===== src/rtl/mode_seq_pkg.sv =====
// Shared types and constants for the LED mode sequencer: mode index, one-hot
// stage enables and the button debounce state encoding.
package mode_seq_pkg;

    typedef enum logic [1:0] {
        MODE0 = 2'd0,
        MODE1 = 2'd1,
        MODE2 = 2'd2,
        MODE3 = 2'd3
    } mode_t;

    localparam logic [3:0] EN_MODE0 = 4'b0001;
    localparam logic [3:0] EN_MODE1 = 4'b0010;
    localparam logic [3:0] EN_MODE2 = 4'b0100;
    localparam logic [3:0] EN_MODE3 = 4'b1000;
    localparam logic [3:0] EN_NONE  = 4'b0000;

    typedef enum logic [1:0] {
        IDLE         = 2'd0,
        PRESS_WAIT   = 2'd1,
        HELD         = 2'd2,
        RELEASE_WAIT = 2'd3
    } db_state_t;

    function automatic logic [3:0] mode_to_en(input mode_t m);
        logic [3:0] onehot;
        onehot = EN_MODE0;
        case (m)
            MODE0:   onehot = EN_MODE0;
            MODE1:   onehot = EN_MODE1;
            MODE2:   onehot = EN_MODE2;
            MODE3:   onehot = EN_MODE3;
            default: onehot = EN_MODE0;
        endcase
        return onehot;
    endfunction

    function automatic mode_t next_mode(input mode_t m);
        return mode_t'(m + 2'd1);
    endfunction

endpackage


===== src/rtl/btn_debounce.sv =====
// Two-flop synchroniser plus press/release debounce; emits one registered
// press_req pulse per qualified press and ignores the button until released.
module btn_debounce
    import mode_seq_pkg::*;
#(
    parameter int DEBOUNCE_CYCLES = 500_000
) (
    input  logic clk,
    input  logic reset,
    input  logic btn,
    output logic press_req
);

    localparam int              CW       = $clog2(DEBOUNCE_CYCLES + 1);
    localparam logic [CW-1:0]   CNT_ONE  = CW'(1);
    localparam logic [CW-1:0]   CNT_LAST = CW'(DEBOUNCE_CYCLES - 1);
    localparam bit              SINGLE   = (DEBOUNCE_CYCLES == 1);

    logic            sync1;
    logic            sync2;
    db_state_t       state;
    db_state_t       state_nxt;
    logic [CW-1:0]   cnt;
    logic [CW-1:0]   cnt_nxt;
    logic            req_nxt;

    always_ff @(posedge clk) begin
        if (!reset) begin
            sync1     <= 1'b0;
            sync2     <= 1'b0;
            state     <= IDLE;
            cnt       <= '0;
            press_req <= 1'b0;
        end else begin
            sync1     <= btn;
            sync2     <= sync1;
            state     <= state_nxt;
            cnt       <= cnt_nxt;
            press_req <= req_nxt;
        end
    end

    // The count holds the number of consecutive samples already seen at the
    // level being qualified, so the terminal sample is the one at CNT_LAST.
    always_comb begin
        state_nxt = state;
        cnt_nxt   = cnt;
        req_nxt   = 1'b0;
        case (state)
            IDLE: begin
                cnt_nxt = '0;
                if (sync2) begin
                    if (SINGLE) begin
                        state_nxt = HELD;
                        req_nxt   = 1'b1;
                    end else begin
                        state_nxt = PRESS_WAIT;
                        cnt_nxt   = CNT_ONE;
                    end
                end
            end
            PRESS_WAIT: begin
                if (!sync2) begin
                    state_nxt = IDLE;
                    cnt_nxt   = '0;
                end else if (cnt == CNT_LAST) begin
                    state_nxt = HELD;
                    cnt_nxt   = '0;
                    req_nxt   = 1'b1;
                end else begin
                    cnt_nxt = cnt + CNT_ONE;
                end
            end
            HELD: begin
                cnt_nxt = '0;
                if (!sync2) begin
                    if (SINGLE) begin
                        state_nxt = IDLE;
                    end else begin
                        state_nxt = RELEASE_WAIT;
                        cnt_nxt   = CNT_ONE;
                    end
                end
            end
            RELEASE_WAIT: begin
                if (sync2) begin
                    state_nxt = HELD;
                    cnt_nxt   = '0;
                end else if (cnt == CNT_LAST) begin
                    state_nxt = IDLE;
                    cnt_nxt   = '0;
                end else begin
                    cnt_nxt = cnt + CNT_ONE;
                end
            end
            default: begin
                state_nxt = IDLE;
                cnt_nxt   = '0;
            end
        endcase
    end

endmodule


===== src/rtl/mode_sequencer.sv =====
// Four-mode LED pattern sequencer: debounced button advance, step prescaler,
// and optional auto-advance after STEPS_PER_MODE ticks (macro MODE_SEQ_AUTO_EN).
module mode_sequencer
    import mode_seq_pkg::*;
#(
    parameter int CLK_PER_STEP    = 12_500_000,
    parameter int DEBOUNCE_CYCLES = 500_000,
    parameter int STEPS_PER_MODE  = 16
) (
    input  logic       clk,
    input  logic       reset,
    input  logic       btn,
    input  logic       auto,
    output logic [3:0] en,
    output logic [1:0] mode,
    output logic       tick,
    output logic       mode_chg
);

    localparam int            PW         = $clog2(CLK_PER_STEP);
    localparam logic [PW-1:0] PRESC_ONE  = PW'(1);
    localparam logic [PW-1:0] PRESC_LAST = PW'(CLK_PER_STEP - 1);

    logic          press_req;
    logic          auto_req;
    logic          advance;
    mode_t         mode_q;
    logic [PW-1:0] presc;

    btn_debounce #(
        .DEBOUNCE_CYCLES(DEBOUNCE_CYCLES)
    ) u_debounce (
        .clk      (clk),
        .reset    (reset),
        .btn      (btn),
        .press_req(press_req)
    );

`ifdef MODE_SEQ_AUTO_EN
    localparam int            SW        = (STEPS_PER_MODE > 1) ? $clog2(STEPS_PER_MODE) : 1;
    localparam logic [SW-1:0] STEP_ONE  = SW'(1);
    localparam logic [SW-1:0] STEP_LAST = SW'(STEPS_PER_MODE - 1);

    logic [SW-1:0] step;

    always_ff @(posedge clk) begin
        if (!reset || advance || !auto) begin
            step <= '0;
        end else if (tick) begin
            step <= step + STEP_ONE;
        end
    end

    assign auto_req = auto && tick && (step == STEP_LAST);
`else
    logic unused_auto;

    assign unused_auto = auto;
    assign auto_req    = 1'b0;
`endif

    // Coincident button and auto requests merge into one advance; anything
    // landing in the blanking cycle is discarded rather than queued.
    always_comb begin
        advance = (press_req || auto_req) && !mode_chg;
        tick    = (en != EN_NONE) && (presc == PRESC_LAST);
    end

    always_ff @(posedge clk) begin
        if (!reset) begin
            mode_q   <= MODE0;
            en       <= EN_MODE0;
            mode_chg <= 1'b0;
            presc    <= '0;
        end else begin
            mode_chg <= advance;
            if (advance) begin
                mode_q <= next_mode(mode_q);
                en     <= EN_NONE;
                presc  <= '0;
            end else begin
                en <= mode_to_en(mode_q);
                if (en != EN_NONE) begin
                    presc <= tick ? '0 : (presc + PRESC_ONE);
                end
            end
        end
    end

    assign mode = mode_q;

endmodule

===== config.mk =====
export PLATFORM = sky130hd
export DESIGN_NAME = mode_sequencer
export DESIGN_NICKNAME = d
export VERILOG_FILES = /design/src/rtl/mode_seq_pkg.sv /design/src/rtl/btn_debounce.sv /design/src/rtl/mode_sequencer.sv
export SDC_FILE = /design/constraint.sdc
export NUM_CORES = 1
export LEC_CHECK = 0
export BUFFER_PORTS_ARGS = -buffer_cell sky130_fd_sc_hd__buf_2
export CAP_MARGIN = 10
export CORE_ASPECT_RATIO = 0.7
export CORE_MARGIN = 2
export CORE_UTILIZATION = 60
export CTS_CLUSTER_SIZE = 24
export DETAILED_ROUTE_END_ITERATION = 8
export PLACE_DENSITY = 0.81
export SETUP_SLACK_MARGIN = 0.2
export SKIP_CTS_REPAIR_TIMING = 1
export SLEW_MARGIN = 30
export SYNTH_ARGS = -nofsm -noshare
export SYNTH_HDL_FRONTEND = slang
export SYNTH_HIERARCHICAL = 1
export SYNTH_SLANG_ARGS = --single-unit

===== constraint.sdc =====
create_clock -name clk -period 2.31 [get_ports clk]
set_input_delay 0.1155 -clock clk [delete_from_list [all_inputs] [get_ports clk]]
set_output_delay 0.1155 -clock clk [all_outputs]
set_load 0.01 [all_outputs]

# Word-level counts from Yosys, hierarchy flattened
# Cells that the tools add are included.
# word_totals
memories,0
rom_bits,0
latch_bits,0
ramBits,0
elab_cells,52
ff_bits,55
inputBits,4
# op_classes
n_bitwise,1
div_mod_pow,0
reduce_logical,9
n_shift,0
n_addsub,3
muxes,17
order_cmp,0
eq_ne,12
n_mul,0
# op_table
operator,n
19-bit one-hot mux with 4 select lines,1
19-bit 2-to-1 mux,3
24-bit by 1-bit adder with 24-bit output (second input constant),1
24-bit equality test (second input constant),1
24-bit 2-to-1 mux,1
19-bit by 1-bit adder with 19-bit output (second input constant),1
19-bit equality test (second input constant),1
4-bit one-hot mux with 4 select lines,1
2-bit 2-to-1 mux,6
2-bit equality test (second input constant),4
2-bit one-hot mux with 4 select lines,1
2-bit by 1-bit equality test with 1-bit output (second input constant),2
2-bit zero test,2
1-bit 2-to-1 mux,4
4-bit AND reduction,1
4-bit nonzero test,1
3-bit by 1-bit inequality test with 1-bit output (second input constant),1
3-bit inequality test (second input constant),1
3-bit AND reduction,1
2-bit by 1-bit adder with 2-bit output (second input constant),1
1-bit logical AND,2
2-bit by 1-bit inequality test with 1-bit output (second input constant),1
2-bit inequality test (second input constant),1
2-bit OR reduction,1
2 further kinds,2

# Logic depth before layout (Yosys ltp)
# Gate-level depths: netlist of the first run.
# depth
word_depth,4
depth_mapped,7

# Cells and area by module
# Netlist of the first run, hierarchy kept.
# by_module_without_submodules
mod,seq_area_each_um2,cells_per_inst,area_each_um2,n_inst
mode_sequencer,620.6,174,1508.9,1
btn_debounce,480.5,120,1044.8,1

# Least setup slack after synthesis of the first run
# No wires, ideal clock.
# synth_path
path_type,register to register
from,register presc[12]
to,register presc[23]
required_ns,2.243
period_less_slack_ns,1.929
path_buffers,1
path_stages_with_launch,6
setup_ns,0.067
path_slack_ns,0.381
arrival_ns,1.863
cell_sequence,dfxtp_1 -> nand4_4 -> or4_1 -> buf_2 -> or4_4 -> a21oi_2
# synth_between
elab_chain_len,3
word_cells_on_any_way,4
classes_between,add/sub (1); eq/ne (1); mux (1); reduce/logical (1)
# synth_lines
item,line,text
start: declaration,mode_sequencer.sv:28,logic [PW-1:0] presc;
start signal: assignment,mode_sequencer.sv:84,presc <= tick ? '0 : (presc + PRESC_ONE);
"parallel branches: the longest is 2 deep, another holds 24-bit by 1-bit adder with 24-bit output",--,
24-bit 2-to-1 mux *,mode_sequencer.sv:84,
# Mark *: on every way between the ends.
# A chain may end at the register's enable or synchronous reset.

# Worst setup path after layout of the first run
# layout_path
from,register presc[0]
to,register presc[14]
# The elaborated chain is that of the path after synthesis.

==> impl_metrics.csv, run 1 <==
group,metric,value,unit
global_route,antenna_found_initial,0,
synth,yosysUniqueCellTypes,42,
drt,wl_per_cell,14.7,µm
drt,remaining_drc_errors,0,
floorplanning,dieArea,4800,µm²
worst_hold_path,holdCritStartpoint,"btn",
run_status,status,"completed",
floorplanning,ios,12,
floorplanning,die_y,58.6,µm
synth,ys_seq_area_share,43.1,%
sta,setup_viol,0,
floorplanning,std_cell_rows,19,
sta,fin_crit,2.02,ns
cells_and_area,diodes,0,
clock_network,clock_sinks,55,
synth,synthCells,294,
power_and_ir_drop,powerDensity,576,nW/µm²
drt,first_iter_violations,136,
critical_path,reg2reg_from,"presc[0]",
worst_hold_path,whs_endpoint,"u_debounce/sync1",
sta,tns,0,ns
critical_path,critical_path.max_fanout,6,
synth,ys_ff_latch,55,
sta,max_freq,0.495,GHz
critical_path,crit_arrival,2.27,ns
placed_design,place.gp.congestion,0.771,
drt,viasPerCell,6.08,
clock_network,cts_tree,"done",
clock_network,clk_pin_slew_worst_paths,0.10,ns
cells_and_area,nets,318,
drt,firstDrtPassIters,4,
cells_and_area,regArea,1100,µm²
sta,fin_ws,0.291,ns
global_route,grt_pass1_wl,8760,µm
sta,slew_violations,0,
global_route,grt-ovfl-total,0,
clock_network,cts_buffers,5,
clock_network,clkLatencyLatePin,0.31,ns
sta,slew_headroom,70.4,%
floorplanning,die_w,82.0,µm
cells_and_area,final_cells,360,
cells_and_area,syn2layout_area_growth,9.95,%
cells_and_area,drive_gt1_share,13.6,%
critical_path,required,2.56,ns
worst_hold_path,whs_path_depth,2,
critical_path,reg2reg_depth,5,
sta,skew,0.0100,ns
synth,syn_nets,304,
floorplanning,start_util,63.9,%
sta,rsz0062_at_grt,"yes",
global_route,grt_max_degree,19,
drt,ant_nets,0,
critical_path,reg2reg_setup_slack,0.29,ns
synth,avgSynthCellArea,8.69,µm²
sta,period_share,87.4,%
drt,vias,2187,
power_and_ir_drop,vdd_ir_drop_max,459,µV
drt,drt_wl_total,5280,µm
power_and_ir_drop,cellLeakagePower,0.928,nW
clock_network,cts_buffer_depth,2,
clock_network,cts_max_level,2,
placed_design,dp.cells,348,
placed_design,place.port_buffers,10,
floorplanning,coreArea,3990,µm²
cells_and_area,nFillCells,340,
worst_hold_path,hold_class,"input port to flop",
critical_path,critical_path.endpoint_type,"flop",
synth,ys.warnings.count,6,
global_route,grtUsageTotal,23.8,%
power_and_ir_drop,power.total,0.00162,W
critical_path,crit_type,"flop to flop",
synth,syn_area,2550,µm²
sta,finalHoldViolations,0,
cells_and_area,post-route-util,70.3,%
clock_network,cts_root_buf,"clkbuf_8",
global_route,grt_pass1_vias,1862,
placed_design,dpl_worst_slack,0.152,ns
flow_run,drv_cap,0,
sta,tightest_slew,0.437,ns
critical_path,cp-start-kind,"flop",
critical_path,r2r_end,"presc[14]",
cells_and_area,multi_input_area,1370,µm²
placed_design,hpwl,3740,µm
## critical path, stage by stage (launching register included)
cell     delay, ns
dfxtp_1       0.40
ha_1          0.23
and4_1        0.29
nand4_1       0.22
or4b_2        0.67
a21oi_1       0.16
## logic make-up (layout without fill, tap and decap cells)
kind of cell               Yosys count  count (layout)  synth area share [%]
AOI/OAI and AO/OA                   52              52                  12.3
xor gates and xnor gates            20              20                  6.86
adders and majority gates            6               6                  2.94
buffers and inverters               23              37                  3.63
DFF                                 55              55                  43.1
muxes                                1               1                 0.392
and+or+nand+nor                    137             137                  30.8
## worst max path at each step
stage	startpoint	to	slack (ns)	depth (start not counted)
3_5_place_dp	presc[11]	presc[23]	0.15	4
3_3_place_gp	presc[11]	presc[23]	0.24	4
2_1_floorplan	presc[12]	presc[23]	0.38	5
5_1_grt	presc[0]	presc[14]	0.21	5
6_report	presc[0]	presc[14]	0.29	5
4_1_cts	presc[11]	presc[23]	0.14	4
## synthesized netlist by cell type, drive strengths merged
cell type / instances / area (µm²)
o21ai: 15 / 75.1
o41ai: 1 / 16.3
nor4: 6 / 37.5
buf: 4 / 20.0
nor4b: 4 / 35.0
xnor2: 9 / 78.8
a31oi: 2 / 12.5
dfxtp: 55 / 1100
xor2: 11 / 96.3
nor4bb: 1 / 10.0
clkbuf: 8 / 31.3
nand4: 15 / 109
and4: 6 / 53.8
inv: 11 / 41.3
nor3: 3 / 15.0
and2: 5 / 31.3
o21bai: 1 / 7.51
ha: 6 / 75.1
o31ai: 9 / 67.6
and3: 5 / 31.3
nand2b: 1 / 6.26
nand3: 15 / 80.1
a21o: 1 / 7.51
nor2: 28 / 105
nand2: 22 / 82.6
o21a: 2 / 15.0
mux2i: 1 / 10.0
a21oi: 20 / 104
nor3b: 1 / 7.51
or3: 13 / 85.1
o311ai: 1 / 8.76
or4: 11 / 86.3
or4b: 1 / 10.0
## per-stage QoR
step / hold WS (ns) / area [µm²]
finish: 0.00790 / 2810
global route: 0.0185 / 2810
CTS: 0.00283 / 2750
detailed placement: 0.325 / 2650
global placement: 0.323 / 2650
floorplan: 0.177 / 2550
## layout by cell type (no fill, tap or decap), types with 5 or more instances in the layout
cell type	n
dfxtp_1	52
nor2_1	28
nand2_1	21
a21oi_1	19
nand4_1	14
nand3_1	14
o21ai_0	14
inv_1	11
xor2_1	11
or3_1	10
buf_2	10
or4_1	9
xnor2_1	9
o31ai_1	9
buf_4	9
ha_1	6
and3_1	5
and4_1	5
nor4_1	5
clkbuf_8	5
## sequential cells by signal, summed over array words and instances (netlist names), named ones only
register / cells
u_debounce/press_req: 1
u_debounce/sync2: 1
presc: 24
u_debounce/cnt: 19
mode_chg: 1
u_debounce/sync1: 1
u_debounce/state: 1
mode: 2
en: 4
## area by class of cell
cell class | instances | area share, %
sequential | 55 | 39.3
timing repair buffer | 19 | 4.19
clock buffer | 5 | 2.45
multi-input combinational | 216 | 48.9
tap | 52 | 2.32
inverter | 11 | 1.47
clock inverter | 2 | 1.34
## metal layers
| layer | GRT usage, % | share of wire, % |
|---|---|---|
| met5 | 0 | 0 |
| met4 | 5.95 | 0.81 |
| met3 | 5.83 | 7.1 |
| met2 | 33.2 | 41 |
| met1 | 36.7 | 51 |
## power by group
| group | internal (W) | total, W | switching (W) | leakage (nW) |
|---|---|---|---|---|
| clock | 0.000317 | 0.000627 | 0.000310 | 0.0502 |
| combinational | 0.0000103 | 0.0000284 | 0.0000181 | 0.432 |
| sequential | 0.000955 | 0.000961 | 0.00000645 | 0.446 |
Note: power is estimated with default switching activity, not from simulation.
==> inputs of run 2 (changes only) <==
==> constraint.sdc (replaced) <==
create_clock -name clk -period 2.5 [get_ports clk]
set_input_delay 0 -clock clk [delete_from_list [all_inputs] [get_ports clk]]
set_output_delay 0 -clock clk [all_outputs]
set_load 0.01 [all_outputs]
==> run 2 against run 1 <==
  * Worst hold slack better by 0.42 ns
  * Register-to-register slack better by 0.02 ns
  * Final cell count is 0.56% lower
  * Maximum frequency is 7.6% lower
  * Clock skew is 0.00096 ns lower
==> impl_metrics.csv, run 2 (synthesis gave the netlist of run 1 again) <==
group,metric,value,unit
drt,wl_per_cell,14.4,µm
sta,finalHoldViolations,0,
sta,max_freq,0.458,GHz
sta,rsz0062_at_grt,"no",
drt,drt_wl_total,5150,µm
worst_hold_path,hold_class,"input port to flop",
global_route,antenna_found_initial,0,
global_route,grt_max_degree,19,
clock_network,cts_root_buf,"clkbuf_8",
clock_network,clk_pin_slew_worst_paths,0.10,ns
critical_path,cp_cell_sequence,"nand4_4 > or4_1 > or4_4 > a21oi_2",
floorplanning,dieArea,4800,µm²
placed_design,dpl-instance-area,2650,µm²
floorplanning,ios,12,
sta,setup_viol,0,
critical_path,cp_slowest_cell,"or4_1",
drt,dr_wl_met3,316,µm
drt,first_iter_violations,167,
cells_and_area,top_regs,"presc x24, u_debounce/cnt x19, en x4",
cells_and_area,drive_gt1_share,10.5,%
global_route,grt_pass1_wl,8880,µm
clock_network,cts_buffers,5,
drt,routed-wl-met2,2020,µm
clock_network,cts_max_level,2,
cells_and_area,syn2layout_area_growth,8.97,%
cells_and_area,final_common_cell,"dfxtp_1",
drt,ant_nets,0,
critical_path,crit_type,"flop to flop",
drt,top_layer,"met4",
sta,whs,0.424,ns
cells_and_area,largest_register_ff_count,24,
critical_path,cp-start-kind,"flop",
critical_path,required,2.75,ns
drt,viasPerCell,6.01,
placed_design,place.gp.congestion,0.765,
global_route,grt_pass1_vias,1820,
critical_path,crit_cells,4,
cells_and_area,nets,315,
clock_network,cts_tree,"done",
drt,firstDrtPassIters,4,
cells_and_area,nFillCells,294,
clock_network,clkLatencyLatePin,0.31,ns
run_status,status,"completed",
sta,skew,0.00906,ns
critical_path,path_buf_inv,0,
cells_and_area,multi_input_area,1360,µm²
power_and_ir_drop,vdd_ir_drop_max,524,µV
cells_and_area,regMostFlops,"presc",
drt,remaining_drc_errors,0,
floorplanning,die_y,58.6,µm
cells_and_area,diodes,0,
clock_network,clock_sinks,55,
cells_and_area,final_cell_mix,"dfxtp_1 (55), nor2_1 (28), nand2_1 (22)",
sta,tns,0,ns
critical_path,reg2reg_from,"presc[11]",
floorplanning,start_util,63.9,%
power_and_ir_drop,powerDensity,546,nW/µm²
floorplanning,die_w,82.0,µm
sta,slew_headroom,69.9,%
clock_network,cts_buffer_depth,2,
sta,slew_violations,0,
sta,fin_crit,2.19,ns
global_route,grtUsageTotal,24.1,%
critical_path,critical_path.max_fanout,10,
floorplanning,coreArea,3990,µm²
sta,period_share,87.4,%
critical_path,crit_family,"simple AND/OR/NAND/NOR gates",
sta,tightest_slew,0.447,ns
cells_and_area,post-route-util,69.7,%
global_route,grt-ovfl-total,0,
cells_and_area,regArea,1100,µm²
critical_path,critical_path.endpoint_type,"flop",
flow_run,drv_cap,0,
drt,wl_met1,2750,µm
placed_design,dpl_worst_slack,0.351,ns
critical_path,reg2reg_setup_slack,0.31,ns
sta,fin_ws,0.315,ns
placed_design,place.port_buffers,10,
drt,vias,2150,
critical_path,setup.worst_path.end,"presc[23]",
critical_path,r2r_end,"presc[23]",
cells_and_area,fin_area,2780,µm²
critical_path,crit_arrival,2.44,ns
critical_path,cpPeakStageDelay,0.74,ns
power_and_ir_drop,cellLeakagePower,0.917,nW
placed_design,hpwl,3620,µm
critical_path,critical_path.startpoint,"presc[11]",
critical_path,reg2reg_depth,4,
floorplanning,std_cell_rows,19,
## run 2: changes by cell type in the layout (fill, tap and decap cells not counted), moves of 2 or more
cell / before / now
buf_4: 9 / 4
dfxtp_1: 52 / 55
dfxtp_2: 3 / 0
dlygate4sd3_1: 0 / 2
## run 2: final cells by class
| class | count | share of cell area (%) |
|---|---|---|
| Clock inverter | 3 | 1.66 |
| Timing Repair Buffer | 16 | 3.60 |
| Tap cell | 52 | 2.34 |
| Clock buffer | 5 | 2.47 |
| Sequential cell | 55 | 39.6 |
| Inverter | 11 | 1.48 |
| Multi-Input combinational cell | 216 | 48.9 |
## run 2: layer usage
layer	track usage [%]	vias to the layer above
li1	-	1091
met5	0	-
met3	6.13	7
met4	7.14	0
met2	32.9	53
met1	37.2	999
## run 2: metrics by stage
step,total power [W],cells
2_1_floorplan,0.000924,294
3_3_place_gp,0.000933,348
3_5_place_dp,0.000934,348
4_1_cts,0.00153,356
5_1_grt,0.00157,358
6_report,0.00152,358
## run 2: how the worst min path moves through the flow
| stage | endpoint | slack, ns | start | cells past startpoint |
|---|---|---|---|---|
| detailed placement | u_debounce/sync1 | 0.21 | btn | 2 |
| global placement | u_debounce/sync1 | 0.21 | btn | 2 |
| global route | u_debounce/sync1 | 0.45 | btn | 3 |
| CTS | u_debounce/sync1 | -0.12 | btn | 2 |
| finish | u_debounce/sync1 | 0.42 | btn | 3 |
| floorplan | en[0] | 0.06 | reset | 1 |
## run 2: tightest hold or removal path, cell delays in order
cell	delay, ns
dlygate4sd3_1	0.52
buf_2	0.09
and2_1	0.10
## run 2: report_power, final
| part | leakage, nW | switching, W | internal [W] | total, W |
|---|---|---|---|---|
| Combinational | 0.418 | 0.0000172 | 0.0000116 | 0.0000288 |
| Clock | 0.0548 | 0.000301 | 0.000302 | 0.000603 |
| Sequential | 0.444 | 0.00000595 | 0.000882 | 0.000888 |
| Total | 0.917 | 0.000324 | 0.00120 | 0.00152 |
==> inputs of run 3 (changes only) <==
--- a/config.mk
+++ b/config.mk
@@ -18,5 +18,4 @@
 export SLEW_MARGIN = 30
 export SYNTH_ARGS = -nofsm -noshare
 export SYNTH_HDL_FRONTEND = slang
-export SYNTH_HIERARCHICAL = 1
 export SYNTH_SLANG_ARGS = --single-unit
==> run 3 against run 2 <==
  * Synthesized area decreased by 1.3%
  * Total power shrank 2.4%
  * Utilization decreased by 1.3 points
  * Non-clock buffer count down 4
  * Critical path type unchanged
  * Clock skew fell by 0.00051 ns
  * Via count down 10%
  * Sequential cell count unchanged
  * Design area is 2.5% lower
  * Die area is 1.2% lower
  * Highest routed layer unchanged
  * Sequential power barely moved
  * Clock-buffer cell count did not move
  * Largest cell class unchanged
==> impl_metrics.csv, run 3 <==
group,metric,value,unit
synth,yosys.area.top_type,"dfxtp_1",
drt,wl_per_cell,13.6,µm
cells_and_area,regMostFlops,"presc",
critical_path,cp-start-kind,"flop",
cells_and_area,diodes,0,
synth,yosys-top-cells-count,"dfxtp_1 (55), nor2_1 (47), nand2_1 (24)",
sta,max_freq,0.479,GHz
critical_path,reg2reg_setup_slack,0.41,ns
global_route,grt_max_degree,18,
floorplanning,coreArea,3970,µm²
clock_network,cts_buffer_depth,2,
power_and_ir_drop,powerDensity,547,nW/µm²
placed_design,place.gp.congestion,0.774,
clock_network,clkLatencyLatePin,0.30,ns
global_route,grtUsageTotal,22.4,%
synth,ys_seq_area_share,43.7,%
synth,yosysUniqueCellTypes,40,
worst_hold_path,holdCritStartpoint,"btn",
worst_hold_path,whs_path_depth,3,
critical_path,crit_type,"flop to flop",
global_route,gr-usage-met1,33.7,%
sta,rsz0062_at_grt,"no",
floorplanning,dieArea,4740,µm²
global_route,antenna_found_initial,0,
cells_and_area,nets,301,
critical_path,required,2.72,ns
sta,period_share,83.5,%
drt,drt_wl_total,4650,µm
worst_hold_path,whs_endpoint,"u_debounce.sync1",
global_route,grt_pass1_vias,1737,
sta,slew_headroom,57.3,%
cells_and_area,final_cell_mix,"dfxtp_1 (55), nor2_1 (47), nand2_1 (24)",
synth,synth_most_common_cell,"dfxtp_1",
cells_and_area,syn2layout_area_growth,7.65,%
sta,skew,0.00855,ns
synth,syn_nets,291,
drt,viasPerCell,5.62,
cells_and_area,multi_input_area,1350,µm²
cells_and_area,largest_register_ff_count,24,
sta,slew_violations,0,
critical_path,reg2reg_depth,5,
floorplanning,std_cell_rows,19,
placed_design,place.port_buffers,10,
clock_network,clk_pin_slew_worst_paths,0.09,ns
sta,tightest_slew,0.635,ns
cells_and_area,nFillCells,295,
synth,synth_area_leaders,"dfxtp_1 (44%), xor2_1 (8.0%), nor2_1 (7.0%), xnor2_1 (4.2%), nand3_1 (3.6%)",
sta,fin_crit,2.09,ns
global_route,grt-ovfl-total,0,
cells_and_area,top_regs,"presc x24, u_debounce.cnt x19, en x4",
critical_path,critical_path.endpoint_type,"flop",
clock_network,clock_sinks,55,
clock_network,cts_max_level,2,
synth,synth_ff_type,"dfxtp_1",
global_route,use_met3,6.07,%
global_route,grt_busiest_layer,"met1",
placed_design,dpl_worst_slack,0.460,ns
floorplanning,start_util,63.5,%
drt,firstDrtPassIters,4,
critical_path,reg2reg_from,"presc[0]",
synth,yosys.area.top_type_share,43.7,%
global_route,global_route.usage.met2,31.5,%
power_and_ir_drop,vdd_ir_drop_max,420,µV
synth,synthArstFlopShare,0,%
cells_and_area,final_common_cell,"dfxtp_1",
sta,tns,0,ns
critical_path,r2r_end,"presc[6]",
critical_path,critical_path.max_fanout,16,
drt,vias,1927,
synth,avgSynthCellArea,8.97,µm²
cells_and_area,regArea,1100,µm²
critical_path,crit_arrival,2.31,ns
drt,remaining_drc_errors,0,
placed_design,hpwl,3270,µm
flow_run,drv_cap,0,
synth,synth_edf_count,0,
cells_and_area,drive_gt1_share,8.93,%
synth,synthCells,281,
run_status,status,"completed",
global_route,grt_pass1_wl,8060,µm
sta,setup_viol,0,
sta,fin_ws,0.411,ns
drt,first_iter_violations,120,
synth,ys_ff_latch,55,
clock_network,cts_root_buf,"clkbuf_8",
floorplanning,die_w,81.5,µm
sta,finalHoldViolations,0,
drt,ant_nets,0,
synth,syn_area,2520,µm²
clock_network,cts_buffers,5,
worst_hold_path,hold_class,"input port to flop",
synth,ys.warnings.count,0,
clock_network,cts_tree,"done",
power_and_ir_drop,cellLeakagePower,0.980,nW
floorplanning,die_y,58.2,µm
floorplanning,ios,12,
==> run 3: how the worst max path moves through the flow <==
| stage | startpoint | to | slack (ns) | cells after the start |
|---|---|---|---|---|
| finish | presc[0] | presc[6] | 0.41 | 5 |
| CTS | presc[0] | presc[6] | 0.44 | 5 |
| detailed placement | presc[6] | presc[19] | 0.46 | 5 |
| floorplan | presc[6] | presc[3] | 0.75 | 7 |
| global route | presc[0] | presc[6] | 0.31 | 5 |
| global placement | presc[12] | presc[19] | 0.50 | 5 |
==> run 3: area by class of cell <==
class | count | share of cell area (%)
repair buffers | 12 | 2.58
flip-flops and latches | 55 | 40.6
clock inverters | 2 | 1.38
inverters | 5 | 0.692
well taps | 52 | 2.40
clock buffers | 5 | 2.54
multi-input cells | 212 | 49.8
==> run 3: metal layers <==
| metal | share of wire, % | vias up |
|---|---|---|
| met2 | 43 | 35 |
| met1 | 53 | 899 |
| met5 | 0 | - |
| met4 | 0.73 | 0 |
| met3 | 3.5 | 4 |
| li1 | - | 989 |
==> run 3: cells by family after synthesis <==
| family | after synthesis | share of synthesized area (%) |
|---|---|---|
| simple gates | 152 | 33.0 |
| flops | 55 | 43.7 |
| xor+xnor | 35 | 12.2 |
| compound gates | 15 | 3.92 |
| buf+inv | 14 | 2.68 |
| fa+ha+maj | 6 | 2.98 |
| mux | 4 | 1.59 |
==> run 3: critical path: stages (launching register included) <==
cell and delay [ns]:
dfxtp_1 0.41, ha_1 0.21, nand2_1 0.07, or3_1 0.58, or3b_2 0.54, a31oi_1 0.19
==> run 3: power breakdown <==
group	internal, W	switching [W]	total, W
Clock	0.000293	0.000274	0.000567
Sequential	0.000882	0.00000619	0.000888
Combinational	0.0000121	0.0000161	0.0000282
Total	0.00119	0.000297	0.00148
==> run 3: per-stage QoR <==
step / util [%] / total power (W) / std cells / hold WS, ns / instance area (µm²)
CTS: 67.8 / 0.00149 / 341 / -0.109 / 2690
global route: 68.3 / 0.00154 / 343 / 0.429 / 2710
floorplan: - / 0.000929 / 281 / 0.127 / 2520
global placement: 65.1 / 0.000933 / 334 / 0.211 / 2590
finish: 68.3 / 0.00148 / 343 / 0.435 / 2710
detailed placement: 65.1 / 0.000934 / 334 / 0.213 / 2590
